### config.mk
export PLATFORM = sky130hd
export DESIGN_NAME = psum_drain_ctrl
export DESIGN_NICKNAME = d
export VERILOG_FILES = /design/src/rtl/psum_drain_ctrl.sv
export SDC_FILE = /design/constraint.sdc
export NUM_CORES = 1
export LEC_CHECK = 0
export BUFFER_PORTS_ARGS = -buffer_cell sky130_fd_sc_hd__clkbuf_2
export CORE_ASPECT_RATIO = 0.6
export CORE_MARGIN = 4
export CORE_UTILIZATION = 52
export CTS_CLUSTER_SIZE = 25
export DETAILED_ROUTE_END_ITERATION = 12
export HOLD_SLACK_MARGIN = 0.15
export MAX_ROUTING_LAYER = met4
export PLACE_DENSITY_LB_ADDON = 0.25
export RECOVER_POWER = 100
export SETUP_SLACK_MARGIN = 0.1
export SLEW_MARGIN = 25
export SYNTH_ARGS = -nofsm -noshare
export SYNTH_HDL_FRONTEND = slang
export SYNTH_SLANG_ARGS = --single-unit
### constraint.sdc
create_clock -name clk -period 2.25 [get_ports clk]
set_input_delay 0.225 -clock clk [delete_from_list [all_inputs] [get_ports clk]]
set_output_delay 0.225 -clock clk [all_outputs]
set_load 0.03 [all_outputs]
### src/rtl/psum_drain_ctrl.sv
// psum_drain_ctrl: mode-2 partial-sum chaining sequencer between two PEs.
// Waits for the upstream PE to report ready_to_get, arms its output buffer,
// then moves num_psum psums (0 means 2^CNT_W) from the upstream output buffer
// into the downstream input-psum buffer, in order, one per cycle at best.
// A one-entry skid register (hold/hold_v) sits between the read and write
// sides so that a full downstream buffer never causes a psum to be lost.
// outbuf_dout is captured into hold on the clock edge that closes the cycle
// in which outbuf_ren is high, so the buffer's output register must already
// present the addressed word during that cycle.
// Optional feature macro: PSUM_DRAIN_SUM_EN adds sum_out, the running
// mod-2^DATA_W sum of every psum written downstream.
module psum_drain_ctrl #(
    parameter int DATA_W = 33,
    parameter int CNT_W  = 6
) (
    input  logic              clk,
    input  logic              rst,
    input  logic              start,
    input  logic [CNT_W-1:0]  num_psum,
    input  logic              ready_to_get,
    input  logic              outbuf_empty,
    input  logic [DATA_W-1:0] outbuf_dout,
    output logic              outbuf_ren,
    output logic              outbuf_write_flag,
    input  logic              inpsum_buf_full,
    output logic              inpsum_buf_wen,
    output logic [DATA_W-1:0] inpsum_buf_inval,
    output logic              busy,
`ifdef PSUM_DRAIN_SUM_EN
    output logic [DATA_W-1:0] sum_out,
`endif
    output logic              done
);

    typedef enum logic [1:0] {
        IDLE     = 2'd0,
        WAIT_RDY = 2'd1,
        DRAIN    = 2'd2,
        DONE     = 2'd3
    } state_t;

    localparam logic [CNT_W:0] CNT_ONE  = {{CNT_W{1'b0}}, 1'b1};
    localparam logic [CNT_W:0] CNT_ZERO = {(CNT_W+1){1'b0}};
    localparam logic [CNT_W:0] CNT_FULL = {1'b1, {CNT_W{1'b0}}};

    state_t              state_r;
    logic [CNT_W:0]      remaining_r;
    logic [CNT_W:0]      issued_r;
    logic [CNT_W:0]      written_r;
    logic [DATA_W-1:0]   hold_r;
    logic                hold_v_r;
    logic                flag_r;

    logic                ren_s;
    logic                wen_s;
    logic                last_s;

    // Read issue, downstream write and last-write detection for this cycle.
    always_comb begin
        ren_s  = 1'b0;
        wen_s  = hold_v_r && !inpsum_buf_full;
        last_s = wen_s && ((written_r + CNT_ONE) == remaining_r);
        if (state_r == DRAIN) begin
            // A read may only be issued when hold is free or is being freed
            // this same cycle, which keeps at most one psum in flight.
            ren_s = (issued_r < remaining_r) && !outbuf_empty &&
                    (!hold_v_r || wen_s);
        end else begin
            ren_s = 1'b0;
        end
    end

    // Sequencer state, skid register and transfer counters.
    always_ff @(posedge clk) begin
        if (rst) begin
            state_r     <= IDLE;
            remaining_r <= CNT_ZERO;
            issued_r    <= CNT_ZERO;
            written_r   <= CNT_ZERO;
            hold_r      <= {DATA_W{1'b0}};
            hold_v_r    <= 1'b0;
            flag_r      <= 1'b0;
        end else begin
            // A return and a write in the same cycle reload hold, keeping it valid.
            if (ren_s) begin
                hold_r   <= outbuf_dout;
                hold_v_r <= 1'b1;
            end else if (wen_s) begin
                hold_v_r <= 1'b0;
            end
            if (ren_s) begin
                issued_r <= issued_r + CNT_ONE;
            end
            if (wen_s) begin
                written_r <= written_r + CNT_ONE;
            end
            case (state_r)
                IDLE: begin
                    if (start) begin
                        remaining_r <= (num_psum == {CNT_W{1'b0}}) ?
                                       CNT_FULL : {1'b0, num_psum};
                        issued_r    <= CNT_ZERO;
                        written_r   <= CNT_ZERO;
                        state_r     <= WAIT_RDY;
                    end
                end
                WAIT_RDY: begin
                    if (ready_to_get) begin
                        flag_r  <= 1'b1;
                        state_r <= DRAIN;
                    end
                end
                DRAIN: begin
                    if (last_s) begin
                        state_r <= DONE;
                    end
                end
                DONE: begin
                    flag_r  <= 1'b0;
                    state_r <= IDLE;
                end
                default: begin
                    state_r <= IDLE;
                end
            endcase
        end
    end

`ifdef PSUM_DRAIN_SUM_EN
    logic [DATA_W-1:0] sum_r;

    // Running sum of written psums, restarted by each accepted start.
    always_ff @(posedge clk) begin
        if (rst) begin
            sum_r <= {DATA_W{1'b0}};
        end else if ((state_r == IDLE) && start) begin
            sum_r <= {DATA_W{1'b0}};
        end else if (wen_s) begin
            sum_r <= sum_r + hold_r;
        end
    end

    assign sum_out = sum_r;
`endif

    assign outbuf_ren        = ren_s;
    assign inpsum_buf_wen    = wen_s;
    assign inpsum_buf_inval  = hold_r;
    assign outbuf_write_flag = flag_r;
    assign busy              = (state_r != IDLE);
    assign done              = (state_r == DONE);

endmodule
Yosys cells after proc, flatten, opt, wreduce, memory -nomap -nowiden
Index checks and enable logic that the tools add are counted.
{"block": "word_totals", "reg_bits": 58, "latch_bits": 0, "mem_bits_rw": 0, "rom_bits": 0, "inputBits": 45, "out_inout_bits": 38, "elab_cells": 49, "mem_count": 0}
{"block": "classes", "addsub": 2, "multipliers": 0, "div_mod_pow": 0, "order_cmp": 1, "n_eq_ne": 7, "shifts": 0, "n_mux": 16, "bitwise_logic": 0, "n_reduce_logical": 16}
{"op": "$mux W7", "n": 7}
{"op": "$add A7 B1 Y7 const B", "n": 2}
{"op": "$pmux W2 S4", "n": 1}
{"op": "$eq A7 B7 Y1", "n": 1}
{"op": "$lt A7 B7 Y1", "n": 1}
{"op": "$logic_not A6 Y1", "n": 1}
{"op": "$mux W2", "n": 3}
{"op": "$ne A2 B2 Y1 const B", "n": 3}
{"op": "$reduce_bool A2 Y1", "n": 3}
{"op": "$eq A2 B2 Y1 const B", "n": 2}
{"op": "$logic_and A1 B1 Y1", "n": 4}
{"op": "$mux W1", "n": 4}
{"op": "$reduce_and A2 Y1", "n": 2}
{"op": "$logic_not A1 Y1", "n": 3}
{"op": "$reduce_and A3 Y1", "n": 1}
{"op": "$eq A2 B1 Y1 const B", "n": 1}
{"op": "$logic_not A2 Y1", "n": 1}
{"op": "$pmux W1 S2", "n": 1}
{"op": "$logic_or A1 B1 Y1", "n": 1}

Longest topological paths before layout
Gate-level depths: netlist of the first run.
{"block": "logic_depth", "depth_word": 8, "mapped_depth": 9}

Least setup slack after synthesis of the first run
No wires, ideal clock.
{"block": "synth_path", "kind": "reg-to-reg", "from": "register remaining_r[4]", "to": "register hold_r[26], in the netlist inpsum_buf_inval[26]", "setup_ns": 0.072, "t_arrival_ns": 1.796, "required_time_ns": 2.178, "path_slack_ns": 0.382, "stages_incl_launch_ff": 10, "path_buffers": 2, "path_cell_list": "dfxtp_1 > inv_1 > ha_1 > a21o_1 > a21oi_4 > o21ai_4 > a21boi_2 > buf_6 > buf_12 > mux2i_1"}
{"block": "synth_between", "elab_chain_len": 4}
{"element": "start, declared", "line_no": "47", "text": "logic [CNT_W:0] remaining_r;"}
{"element": "start signal, assigned", "line_no": "100", "text": "remaining_r <= (num_psum == {CNT_W{1'b0}}) ?"}
{"element": "$lt A7 B7 Y1", "line_no": "66", "text": "ren_s = (issued_r < remaining_r) && !outbuf_empty &&"}
{"element": "$logic_and A1 B1 Y1 (2 in series)", "line_no": "66"}
{"element": "$mux W1", "line_no": "63", "text": "if (state_r == DRAIN) begin"}
{"element": "named net outbuf_ren", "line_no": "23", "text": "output logic outbuf_ren,"}
{"element": "end signal, assigned", "line_no": "80", "text": "hold_r <= {DATA_W{1'b0}};"}
{"element": "end signal, assigned", "line_no": "86", "text": "hold_r <= outbuf_dout;"}
{"element": "end, declared", "line_no": "50", "text": "logic [DATA_W-1:0] hold_r;"}
The timed path passes the listed nets, and every way through them passes these cells.
A chain may end at the register's enable or synchronous reset.

Worst setup path in the final report of the first run
{"block": "layout_path", "from": "register remaining_r[4]", "to": "output port outbuf_ren"}
{"block": "layout_between", "elab_chain_len": 4}
{"element": "$lt A7 B7 Y1", "line_no": "66"}
{"element": "$logic_and A1 B1 Y1 (2 in series)", "line_no": "66"}
{"element": "$mux W1", "line_no": "63"}
{"element": "end, declared", "line_no": "23"}
Every way passes these cells.

==> results summary, run 1 <==
The number of search-and-repair iterations in the first detailed-routing pass came out at 4. The smallest clock period supported by the final layout is computed as 2.14 ns. The number of buffers between clock root and the deepest sink came out at 2. The static leakage is 1.53 nW. CTS built an H-tree with a depth of 3. Registers are responsible for 38.6% of the overall power. During placement, the flow inserted port buffers numbering a little over 80. The flow ran to the end, and the final reports show no timing, DRC or antenna violations. The power consumption came out at slightly above 3 mW. The worst clock skew on the final layout came out at roughly 0.0074 ns. The startpoint-to-endpoint class of the critical path is reg -> out.

The largest net degree at the start of global routing is between 60 and 70. The number of diodes came out at 0. The vertical extent of the die came out at a little under 70 microns.

Data on the critical path is required at its endpoint by 2.03 ns. After synthesis, flip-flops and latches occupy 37.9% of the total area. The worst slew margin relative to its limit is a little over two thirds. The HPWL after detailed placement is around 5100 microns.

Adding up every negative setup slack in the final design gives 0 ns. The synthesized area is between 3000 and 4000 sq um. The total global routing track utilization came out at 22.8%. The design internal power is 2.04 mW. The number of placed cells counting well taps came out at 486. The global placer's final weighted congestion is 0.843. The non-filler instance count after layout is between 500 and 600. The average size of a mapped cell is just over 9 sq um. The part of the cycle the worst path needs came out at ~95%. The number of DRC markers in iteration 0 came out at approximately 190. Setup slack on the critical path of the routed design comes to 0.114 ns. The clock root buffer is sky130_fd_sc_hd__clkbuf_8. The via count of the first global-routing pass is 2,607. The instance count of the mapped netlist is 331. The residual antenna-violating net count after detailed routing came out at 0.

In the final layout, the share of cells above drive strength 1 is ~17%. The switching fraction of total power came out at 33.3%. The post-synthesis register bit count is 58. The clock network fraction of design power is 31.8%. The number of synthesized flops with an enable pin came out at 0.

The TritonCTS clock tree is done. After synthesis, the share of flip-flops with an asynchronous set or reset is 0%. The core region is 5650 sq um. The total number of vias is ~2,700. Setup repair after global routing left no endpoint under its margin. The site row count came out at 21. The max-capacitance violation count came out at 0. The area added between synthesis and finish is 31.8%. The sum of routed wire length over all layers came out at 7710 microns. Power spread over the standard cell area amounts to approximately 760 nW/um^2. The worst-case IR drop observed on VDD is 0.351 mV. The global-route wire length before repair came out at 12,400 microns. The worst setup path is captured at an output port. By area the synthesized netlist is led by sky130_fd_sc_hd__dfxtp_1, sky130_fd_sc_hd__nand2b_1, sky130_fd_sc_hd__mux2i_1. In the post-synthesis netlist, the cell with the most instances is sky130_fd_sc_hd__nand2b_1. The initial antenna violation count is 0. Dividing the detail-routed via count by the number of cells gives 5.05. The count of distinct cell types in the synthesized netlist is 40. The clock sink count came out at 58. The die outline width came out at around 110 microns. The biggest area consumer among synthesized cells is sky130_fd_sc_hd__dfxtp_1.

The total setup violations reported at the end of the flow came out at 0. The later pin in the worst-skew pair is clocked with a latency of about 0.33 ns. Across all hold checks on the routed design, the worst slack comes to about 0.17 ns.

After detailed routing, the number of remaining DRC violations is 0. The min-delay analysis places its worst path in the category in -> reg. Summed over all nets, the switching power comes to ~1 mW. After clock tree synthesis, the clock-pin slew on the worst setup and hold paths is about 0.06 ns.

The share of total power in combinational logic is slightly below 30%. The number of failing hold endpoints at the final stage is 0. Before CTS, the worst setup slack after placement is between 0.2 and 0.25 ns. The arrival time of the worst setup path came out at 1.91 ns.

The count of pins over their slew limit is 0. The effective utilization at floorplan came out at ~54%. The measured slew at the worst slew-check pin is 0.437 ns. The sum of overflow across all layers after global routing came out at 0. The post-detailed-placement cell area came out at 3540 sq um. The most instantiated flip-flop cell in the synthesis netlist is sky130_fd_sc_hd__dfxtp_1.

By count the netlist is led by sky130_fd_sc_hd__nand2b_1, sky130_fd_sc_hd__dfxtp_1, sky130_fd_sc_hd__mux2i_1. The die covers a little over 7000 sq um. The number of buffers added by the clock tree synthesis step is 9. The total number of yosys warnings came out at 0. The final cell utilization of the core is between 70% and 80%. The startpoint class of the critical path is a flop.

In this run the worst path has a maximum fanout of 3. Based on the critical path, the design can be clocked at up to roughly 470 MHz. The summed area of non-filler cells in the final layout came out at 4030 sq um. The average wire length per cell after detail routing is between 10 and 15 microns. The share of Yosys cell area claimed by the top area cell type came out at ~38%. The boundary pin count is 83. The final-stage net count came out at 510. The synthesized netlist net count came out at approximately 390.
[worst max-delay path: stages, from the launching register on]
cell                       delay (ns)
sky130_fd_sc_hd__dfxtp_2         0.35
sky130_fd_sc_hd__inv_1           0.05
sky130_fd_sc_hd__ha_1            0.29
sky130_fd_sc_hd__a21o_1          0.21
sky130_fd_sc_hd__a21oi_4         0.17
sky130_fd_sc_hd__o21ai_4         0.09
sky130_fd_sc_hd__a21boi_4        0.17
sky130_fd_sc_hd__clkbuf_2        0.24
[timing repair]
item / 4_1_cts / 5_1_grt
hold buffers: 33 / 0
gates resized for setup: 3 / 2
pin swaps: 1 / 1
endpoints found under the hold margin: 33 / 0
endpoints found under the setup margin: 1 / 4
setup buffers: 1 / 1
[metal layers]
| metal | vias up | GRT usage, % | routed length (microns) | share of wire (%) |
|---|---|---|---|---|
| li1 | 1365 | - | - | - |
| met1 | 1270 | 28.5 | 3600 | 47 |
| met2 | 70 | 37.3 | 3640 | 47 |
| met3 | 6 | 5.44 | 409 | 5.3 |
| met4 | 0 | 6.54 | 54 | 0.70 |
| met5 | - | - | 0 | 0 |
[final cells by class]
class                   count  area [sq um]
multi-input cells         243          1740
fillers                   446          1620
flip-flops and latches     58          1160
repair buffers            127           779
clock buffers              12           155
well taps                  80           100
clock inverters             4          50.0
inverters                  13          48.8
[cells by family after synthesis]
logic type               count (synthesis)  share of synthesized area (%)
AO/OA/AOI/OAI                           41                           9.48
XOR/XNOR                                12                           3.43
adder cells (fa/ha/maj)                 13                           5.31
buffers and inverters                   30                           5.60
flip-flops                              58                           37.9
multiplexers                            37                           12.1
AND/OR/NAND/NOR                        140                           26.1
[cell usage in the layout (no fill, tap or decap), drive strengths merged, types with 2 or more instances in the layout]
cell type    count
a21boi           2
or3              3
dfxtp           58
a21oi           19
nand2b          74
ha              13
buf              7
xor2             4
and4             2
inv             13
o21ai            9
clkbuf          99
nand3           14
nand4            3
nor3             4
and2             3
xnor2            8
a2111o           3
a21o             2
clkinvlp         2
mux2i           37
dlygate4sd3     33
nor2             9
nand2           23
[registers in the layout (all words and copies together) (netlist names)]
register,flops
hold_v_r,1
inpsum_buf_inval,33
issued_r,7
outbuf_write_flag,1
remaining_r,7
state_r,2
written_r,7
[final timing paths]
path	slack, ns	start	endpoint	cells past startpoint
worst max-delay path	0.11	remaining_r[4]	outbuf_ren	7
worst min register to register	0.48	inpsum_buf_inval[29]	inpsum_buf_inval[29]	2
worst min-delay path	0.17	outbuf_dout[6]	inpsum_buf_inval[6]	3
worst max register to register	0.20	remaining_r[4]	inpsum_buf_inval[30]	9
[power by group through the flow]
| stage | Combinational (mW) | Sequential, mW | Clock [mW] |
|---|---|---|---|
| floorplan | 0.552 | 1.27 | 0 |
| global placement | 0.842 | 1.20 | 0 |
| detailed placement | 0.863 | 1.20 | 0 |
| CTS | 0.921 | 1.18 | 0.991 |
| global route | 0.988 | 1.19 | 1.04 |
| finish | 0.908 | 1.18 | 0.973 |
Note: power is estimated with default switching activity, not from simulation.
==> run 2, diff against run 1 <==
Settings changed: CORE_UTILIZATION 52 to 54, CTS_BUF_LIST set to sky130_fd_sc_hd__clkbuf_2.
==> run 2 against run 1 <==
Utilization rose by 8.5 points. Sequential cell count unchanged. Sequential power about the same. Clock power fell by 11%. Combinational power grew 16%. First-iteration DRC count up 12%. Sequential share of layout area shrank 0.80 points. Final area grew 4.2%. Wire length increased by 14%. Via count increased by 7.0%.
==> results summary, run 2 (synthesis results as in run 1) <==
Outcome: finished clean (unchanged). The count of filler cells inserted in the layout came out at 337 (was 446). The average wire length per cell after detail routing was 16.3 microns (was 14.3 microns). The part of the cycle the worst path needs is 97.2% (was 94.9%). The launch point of the worst hold path is inpsum_buf_full (was outbuf_dout[6]). The smallest setup slack after layout was 0.0622 ns (was 0.114 ns). The number of failing hold endpoints at the final stage is 0 (unchanged). The core outline area is 5260 sq um (was 5650 sq um).

The summed area of non-filler cells in the final layout came out at 4200 sq um (was 4030 sq um). The area added between synthesis and finish came out at 37.3% (was 31.8%). The DRC violation count after routing came out at 0 (unchanged). The worst slew margin relative to its limit came out at 70.5% (was 70.1%).

The sum of overflow across all layers after global routing was 0 (unchanged). The type of destination of the critical path was a flop (was output port). The clock insertion delay at the later pin of the skew report came out at 0.50 ns (was 0.33 ns). The number of buffers between clock root and the deepest sink came out at 2 (unchanged).

The clock root buffer is sky130_fd_sc_hd__clkbuf_2 (was sky130_fd_sc_hd__clkbuf_8). The static leakage came out at 1.61 nW (was 1.53 nW). The capture point of the worst reg-to-reg path is inpsum_buf_inval[24] (was inpsum_buf_inval[30]). The number of DRC markers in iteration 0 is 215 (was 192).

The startpoint class of the critical path is a flop (unchanged). The largest net degree at the start of global routing is 58 (was 67). The count of input and output buffers came to 82 (unchanged). The site row count came to 20 (was 21). The time the worst path needs with I/O delays and setup is 2.19 ns (was 2.14 ns).

The residual antenna-violating net count after detailed routing is 0 (unchanged). The depth of the worst register-to-register path is 10 (was 9). The global-route wire length before repair is 13,400 microns (was 12,400 microns).

The global placer's final weighted congestion came out at 0.885 (was 0.843). The worst clock skew on the final layout came to 0.0430 ns (was 0.00741 ns). The instance count along the most critical hold path came to 3 (unchanged). The startpoint-to-endpoint class of the critical path is reg -> reg (was reg -> out). The clock sink count is 58 (unchanged). The post-detailed-placement cell area is 3500 sq um (was 3540 sq um). The final cell utilization of the core is 80.0% (was 71.4%). The terminating pin of the worst hold path was hold_v_r (was inpsum_buf_inval[6]). The number of flip-flops in the largest register is 33 (unchanged). The number of search-and-repair iterations in the first detailed-routing pass is 5 (was 4). The minimum setup slack among reg-to-reg paths is 0.06 ns (was 0.20 ns). The effective utilization at floorplan came out at 58.2% (was 54.2%).

The total global routing track utilization came out at 25.4% (was 22.8%). The full die area is 6980 sq um (was 7220 sq um). The initial antenna violation count came out at 0 (unchanged).

The boundary pin count is 83 (unchanged). The maximum ir drop on the vdd rail came out at 0.655 mV (was 0.351 mV). The detail-routed via count per cell was 5.37 (was 5.05).

The HPWL after detailed placement came out at 4980 microns (was 5140 microns). The maximum clock frequency came out at 457 MHz (was 468 MHz). The final-stage net count is 528 (was 510).

The origin of the critical flop-to-flop path is remaining_r[1] (was remaining_r[4]). The arrival time of the worst setup path is 2.56 ns (was 1.91 ns). The count of pins over their slew limit is 0 (unchanged). The measured slew at the worst slew-check pin is 0.431 ns (was 0.437 ns).

The startpoint of the most critical setup path is remaining_r[1] (was remaining_r[4]). The share of cells above drive strength 1 came to 19.6% (was 16.8%). The most common cell after layout, fill and taps aside is sky130_fd_sc_hd__nand2b_1 (unchanged). The hold slack came out at 0.236 ns (was 0.165 ns). The max-capacitance violation count came out at 0 (unchanged). The total number of vias came to 2,900 (was 2,711). The TritonCTS clock tree is done (unchanged). The total setup violations reported at the end of the flow was 0 (unchanged). The number of diodes came out at 0 (unchanged).

The power density normalized to cell area was 737 nW/um^2 (was 759 nW/um^2). The class of the most critical hold timing path is in -> reg (unchanged). The level count of the clock H-tree is 3 (unchanged).

The sum of routed wire length over all layers came to 8820 microns (was 7710 microns). The vertical extent of the die is 66.3 microns (was 67.4 microns). The worst path required time came out at 2.62 ns (was 2.03 ns). The top fanout value on the critical path came out at 26 (was 3). The number of buffers added by the clock tree synthesis step came to 9 (unchanged). The clock transition at the register clock pins on the worst setup and hold paths after CTS came out at 0.20 ns (was 0.06 ns).

The die outline width came to 105 microns (was 107 microns). The worst setup slack before clock tree synthesis came to 0.259 ns (was 0.211 ns). The via count of the first global-routing pass is 2,774 (was 2,607). Setup repair after global routing missed its margin: true (was false). Leading cell types in the layout, fill and taps excluded: sky130_fd_sc_hd__nand2b_1, sky130_fd_sc_hd__clkbuf_2, sky130_fd_sc_hd__dfxtp_1, sky130_fd_sc_hd__dlygate4sd3_1, sky130_fd_sc_hd__clkbuf_1 (was sky130_fd_sc_hd__nand2b_1, sky130_fd_sc_hd__dfxtp_1, sky130_fd_sc_hd__clkbuf_2, sky130_fd_sc_hd__clkbuf_1, sky130_fd_sc_hd__mux2i_1).
run 2: worst max path at each step:
stage	cells after the start	to	slack [ns]
CTS	7	outbuf_ren	0.10
detailed placement	8	inpsum_buf_inval[5]	0.26
floorplan	9	inpsum_buf_inval[26]	0.38
finish	10	inpsum_buf_inval[24]	0.06
global route	7	outbuf_ren	-0.006
global placement	8	inpsum_buf_inval[5]	0.35
run 2: metal layers:
metal  vias up  part of all wire (%)  GRT usage [%]
met1      1308                    41           29.1
met2       154                    47           40.5
li1       1402                     -              -
met5         -                     0              -
met3        36                   7.5           8.00
met4         0                   4.2           12.9
run 2: final cells by class:
cell class | count | area (sq um) | area share [%]
multi-input combinational | 243 | 1770 | 42.1
sequential | 58 | 1180 | 28.1
timing repair buffer | 145 | 971 | 23.1
clock inverter | 6 | 106 | 2.53
tap | 66 | 82.6 | 1.97
inverter | 13 | 48.8 | 1.16
clock buffer | 9 | 45.0 | 1.07
run 2: power by group:
group          leakage, nW  internal (mW)  switching (mW)  total, mW
logic                 1.05          0.451           0.594       1.05
clock network       0.0854          0.468           0.398      0.866
registers            0.474           1.11          0.0712       1.19
run 2: stage by stage:
step | setup TNS (ns) | std cells | total power [mW]
global route | -0.00556 | 540 | 3.26
CTS | 0 | 536 | 3.03
floorplan | 0 | 331 | 1.82
global placement | 0 | 469 | 2.03
detailed placement | 0 | 469 | 2.06
finish | 0 | 540 | 3.10
run 2: repair_timing:
item / CTS / global route
resized for setup: 9 / 11
pin swaps: 5 / 8
hold endpoints to repair: 41 / 0
setup endpoints to repair: 1 / 1
hold buffers: 47 / 0
buffers inserted: 5 / 4
run 2: critical path: stages, from the launching register on:
cell                       delay [ns]
sky130_fd_sc_hd__dfxtp_2         0.40
sky130_fd_sc_hd__inv_2           0.05
sky130_fd_sc_hd__ha_4            0.20
sky130_fd_sc_hd__a21o_1          0.21
sky130_fd_sc_hd__a21oi_4         0.17
sky130_fd_sc_hd__o21ai_4         0.09
sky130_fd_sc_hd__a21boi_4        0.19
sky130_fd_sc_hd__buf_4           0.14
sky130_fd_sc_hd__buf_4           0.11
sky130_fd_sc_hd__buf_12          0.20
sky130_fd_sc_hd__mux2i_1         0.30
==> run 3, diff against run 2 <==
Settings changed: PLACE_DENSITY set to 0.82, PLACE_DENSITY_LB_ADDON 0.25 to not set.
==> run 3 against run 2 <==
The flow now finishes with violations (setup timing). Critical path depth shrank 4. Combinational power grew 12%. Clock power shrank 23%. Cell count grew 1.3%. Clock skew shrank 0.0093 ns. Sequential cell count is the same. Fmax shrank 3.2%. Clock-buffer cell count grew 1. Via count grew 10%. Final area grew 0.86%. Highest routed layer unchanged.
==> results summary, run 3 (synthesis results as in run 1) <==
Outcome: finished with violations (was finished clean). The final reports fail on setup timing. The detail-routed via count per cell came to 5.85 (was 5.37).

The max-capacitance violation count is 0 (unchanged). The site row count came out at 20 (unchanged). Setup repair after global routing missed its margin: true (unchanged). The instance count along the most critical hold path came out at 3 (unchanged). The power consumption is 3.04 mW (was 3.10 mW). The clock sink count is 58 (unchanged). The maximum clock frequency came out at 442 MHz (was 457 MHz). The total setup violations reported at the end of the flow is 1 (was 0). The worst setup slack before clock tree synthesis came out at 0.0877 ns (was 0.259 ns). The measured slew at the worst slew-check pin is 0.511 ns (was 0.431 ns). The launch point of the worst hold path was inpsum_buf_full (unchanged). The worst clock skew on the final layout came out at 0.0337 ns (was 0.0430 ns). The time the worst path needs with I/O delays and setup was 2.26 ns (was 2.19 ns). The total global routing track utilization came out at 29.1% (was 25.4%). The level count of the clock H-tree is 3 (unchanged). The number of flip-flops in the largest register came out at 33 (unchanged). The startpoint-to-endpoint class of the critical path is reg -> out (was reg -> reg).

The sequential cell fraction of total power came out at 39.4% (was 38.3%). The power density normalized to cell area came out at 717 nW/um^2 (was 737 nW/um^2). The largest net degree at the start of global routing is 69 (was 58).

The clock insertion delay at the later pin of the skew report is 0.51 ns (was 0.50 ns). The vertical extent of the die is 66.3 microns (unchanged). The hold slack is 0.217 ns (was 0.236 ns). The arrival time of the worst setup path was 2.04 ns (was 2.56 ns). The area of combinational cells with multiple inputs came out at 1790 sq um (was 1770 sq um). The share of total power in combinational logic is 38.7% (was 33.8%). The HPWL after detailed placement came to 5330 microns (was 4980 microns).

The area added between synthesis and finish came out at 38.5% (was 37.3%). The final-stage net count was 534 (was 528). The core outline area was 5260 sq um (unchanged). The worst slew margin relative to its limit is 65.7% (was 70.5%). The top fanout value on the critical path is 2 (was 26). The terminating pin of the worst hold path was hold_v_r (unchanged).

The global placer's final weighted congestion is 0.886 (was 0.885). The startpoint class of the critical path is a flop (unchanged). The number of placed cells counting well taps is 471 (was 469). The residual antenna-violating net count after detailed routing came out at 0 (unchanged). The count of filler cells inserted in the layout is 320 (was 337). The TritonCTS clock tree is done (unchanged). The power spent charging and discharging nets is 1.19 mW (was 1.06 mW). The clock transition at the register clock pins on the worst setup and hold paths after CTS is 0.17 ns (was 0.20 ns). The non-filler instance count after layout was 547 (was 540). The switching fraction of total power came out at 39.1% (was 34.3%).

The number of DRC markers in iteration 0 is 357 (was 215). The most common cell after layout, fill and taps aside is sky130_fd_sc_hd__nand2b_1 (unchanged). The maximum ir drop on the vdd rail is 0.496 mV (was 0.655 mV). The summed area of non-filler cells in the final layout came out at 4240 sq um (was 4200 sq um). The sum of routed wire length over all layers came out at 10,500 microns (was 8820 microns). The origin of the critical flop-to-flop path is state_r[1] (was remaining_r[1]). The DRC violation count after routing came out at 0 (unchanged). The sum of overflow across all layers after global routing is 0 (unchanged). The via count of the first global-routing pass came out at 3,125 (was 2,774). The full die area came out at 6980 sq um (unchanged). The area taken by flip-flops and latches came out at 1180 sq um (about the same).

The die outline width is 105 microns (unchanged). The boundary pin count came to 83 (unchanged). The share of cells above drive strength 1 came out at 21.2% (was 19.6%). The clock network fraction of design power is 21.8% (was 28.0%). The most heavily used metal layer in global routing was met2 (unchanged). The worst path required time came to 2.03 ns (was 2.62 ns). The design internal power is 1.85 mW (was 2.03 mW). The part of the cycle the worst path needs is 100% (was 97.2%).

The initial antenna violation count came out at 0 (unchanged). The number of buffers between clock root and the deepest sink came out at 2 (unchanged). The smallest setup slack after layout is -0.0106 ns (was 0.0622 ns). Leading cell types in the layout, fill and taps excluded: sky130_fd_sc_hd__nand2b_1, sky130_fd_sc_hd__clkbuf_2, sky130_fd_sc_hd__dfxtp_1, sky130_fd_sc_hd__dlygate4sd3_1, sky130_fd_sc_hd__clkbuf_1 (unchanged). The static leakage came out at 1.63 nW (was 1.61 nW). The total number of vias is 3,202 (was 2,900). The number of search-and-repair iterations in the first detailed-routing pass came out at 6 (was 5). The met3 usage in global routing is 12.3% (was 8.00%). The global-route met2 utilization is 45.6% (was 40.5%). The clock root buffer is sky130_fd_sc_hd__clkbuf_2 (unchanged). The capture point of the worst reg-to-reg path is state_r[1] (was inpsum_buf_inval[24]). The minimum setup slack among reg-to-reg paths came out at 0.03 ns (was 0.06 ns). The depth of the worst register-to-register path came to 8 (was 10). The fraction of met1 tracks used by global routing came out at 31.9% (was 29.1%). The count of pins over their slew limit came out at 0 (unchanged).

The number of diodes came out at 0 (unchanged). The number of buffers added by the clock tree synthesis step came out at 9 (unchanged). The post-detailed-placement cell area is 3520 sq um (was 3500 sq um). The number of failing hold endpoints at the final stage is 0 (unchanged). The global-route wire length before repair came out at 15,300 microns (was 13,400 microns). The type of destination of the critical path is an output port (was flop).

The count of input and output buffers came to 82 (unchanged). The class of the most critical hold timing path is in -> reg (unchanged). The average wire length per cell after detail routing came to 19.2 microns (was 16.3 microns). The effective utilization at floorplan came to 58.2% (unchanged).
[run 3: how the worst max path moves through the flow]
stage,startpoint,end,slack (ns),depth (start not counted)
finish,issued_r[1],outbuf_ren,-0.01,6
floorplan,remaining_r[4],inpsum_buf_inval[26],0.38,9
global route,remaining_r[1],outbuf_ren,-0.09,7
global placement,remaining_r[4],outbuf_ren,0.21,7
detailed placement,remaining_r[4],inpsum_buf_inval[5],0.09,8
CTS,issued_r[1],outbuf_ren,0.08,6
[run 3: area by class of cell]
cell class / instances / area share (%)
Clock buffer: 10 / 1.18
Clock inverter: 6 / 1.36
Inverter: 13 / 1.15
Multi-Input combinational cell: 243 / 42.1
Sequential cell: 58 / 27.8
Tap cell: 66 / 1.95
Timing Repair Buffer: 151 / 24.5
[run 3: timing repair]
action,4_1_cts,5_1_grt
pin swaps,9,5
endpoints found under the hold margin,42,0
cloned,0,1
resized for setup,13,12
setup endpoints to repair,4,19
setup buffers,9,3
hold buffers,47,0
[run 3: through the flow]
step / TNS (ns) / util, %
floorplan: 0 / -
global placement: 0 / 67.0
detailed placement: 0 / 67.0
CTS: 0 / 80.1
global route: -0.133 / 80.6
finish: -0.0106 / 80.6
[run 3: routing by layer]
layer  vias up  wire (microns)
met4         0             524
met3        70            1270
met5         -               0
met2       272            4740
li1       1409               -
met1      1451            3980
[run 3: power by group through the flow]
stage	clock (mW)	sequential (mW)	combinational (mW)
6_report	0.663	1.20	1.18
2_1_floorplan	0	1.27	0.552
3_5_place_dp	0	1.20	0.860
3_3_place_gp	0	1.20	0.836
4_1_cts	0.656	1.18	1.01
5_1_grt	0.725	1.20	1.23
[run 3: critical path: stages (launching register included)]
cell,delay (ns)
sky130_fd_sc_hd__dfxtp_4,0.40
sky130_fd_sc_hd__ha_4,0.24
sky130_fd_sc_hd__a21o_1,0.17
sky130_fd_sc_hd__a21oi_2,0.25
sky130_fd_sc_hd__o21ai_4,0.12
sky130_fd_sc_hd__a21boi_4,0.21
sky130_fd_sc_hd__buf_8,0.14
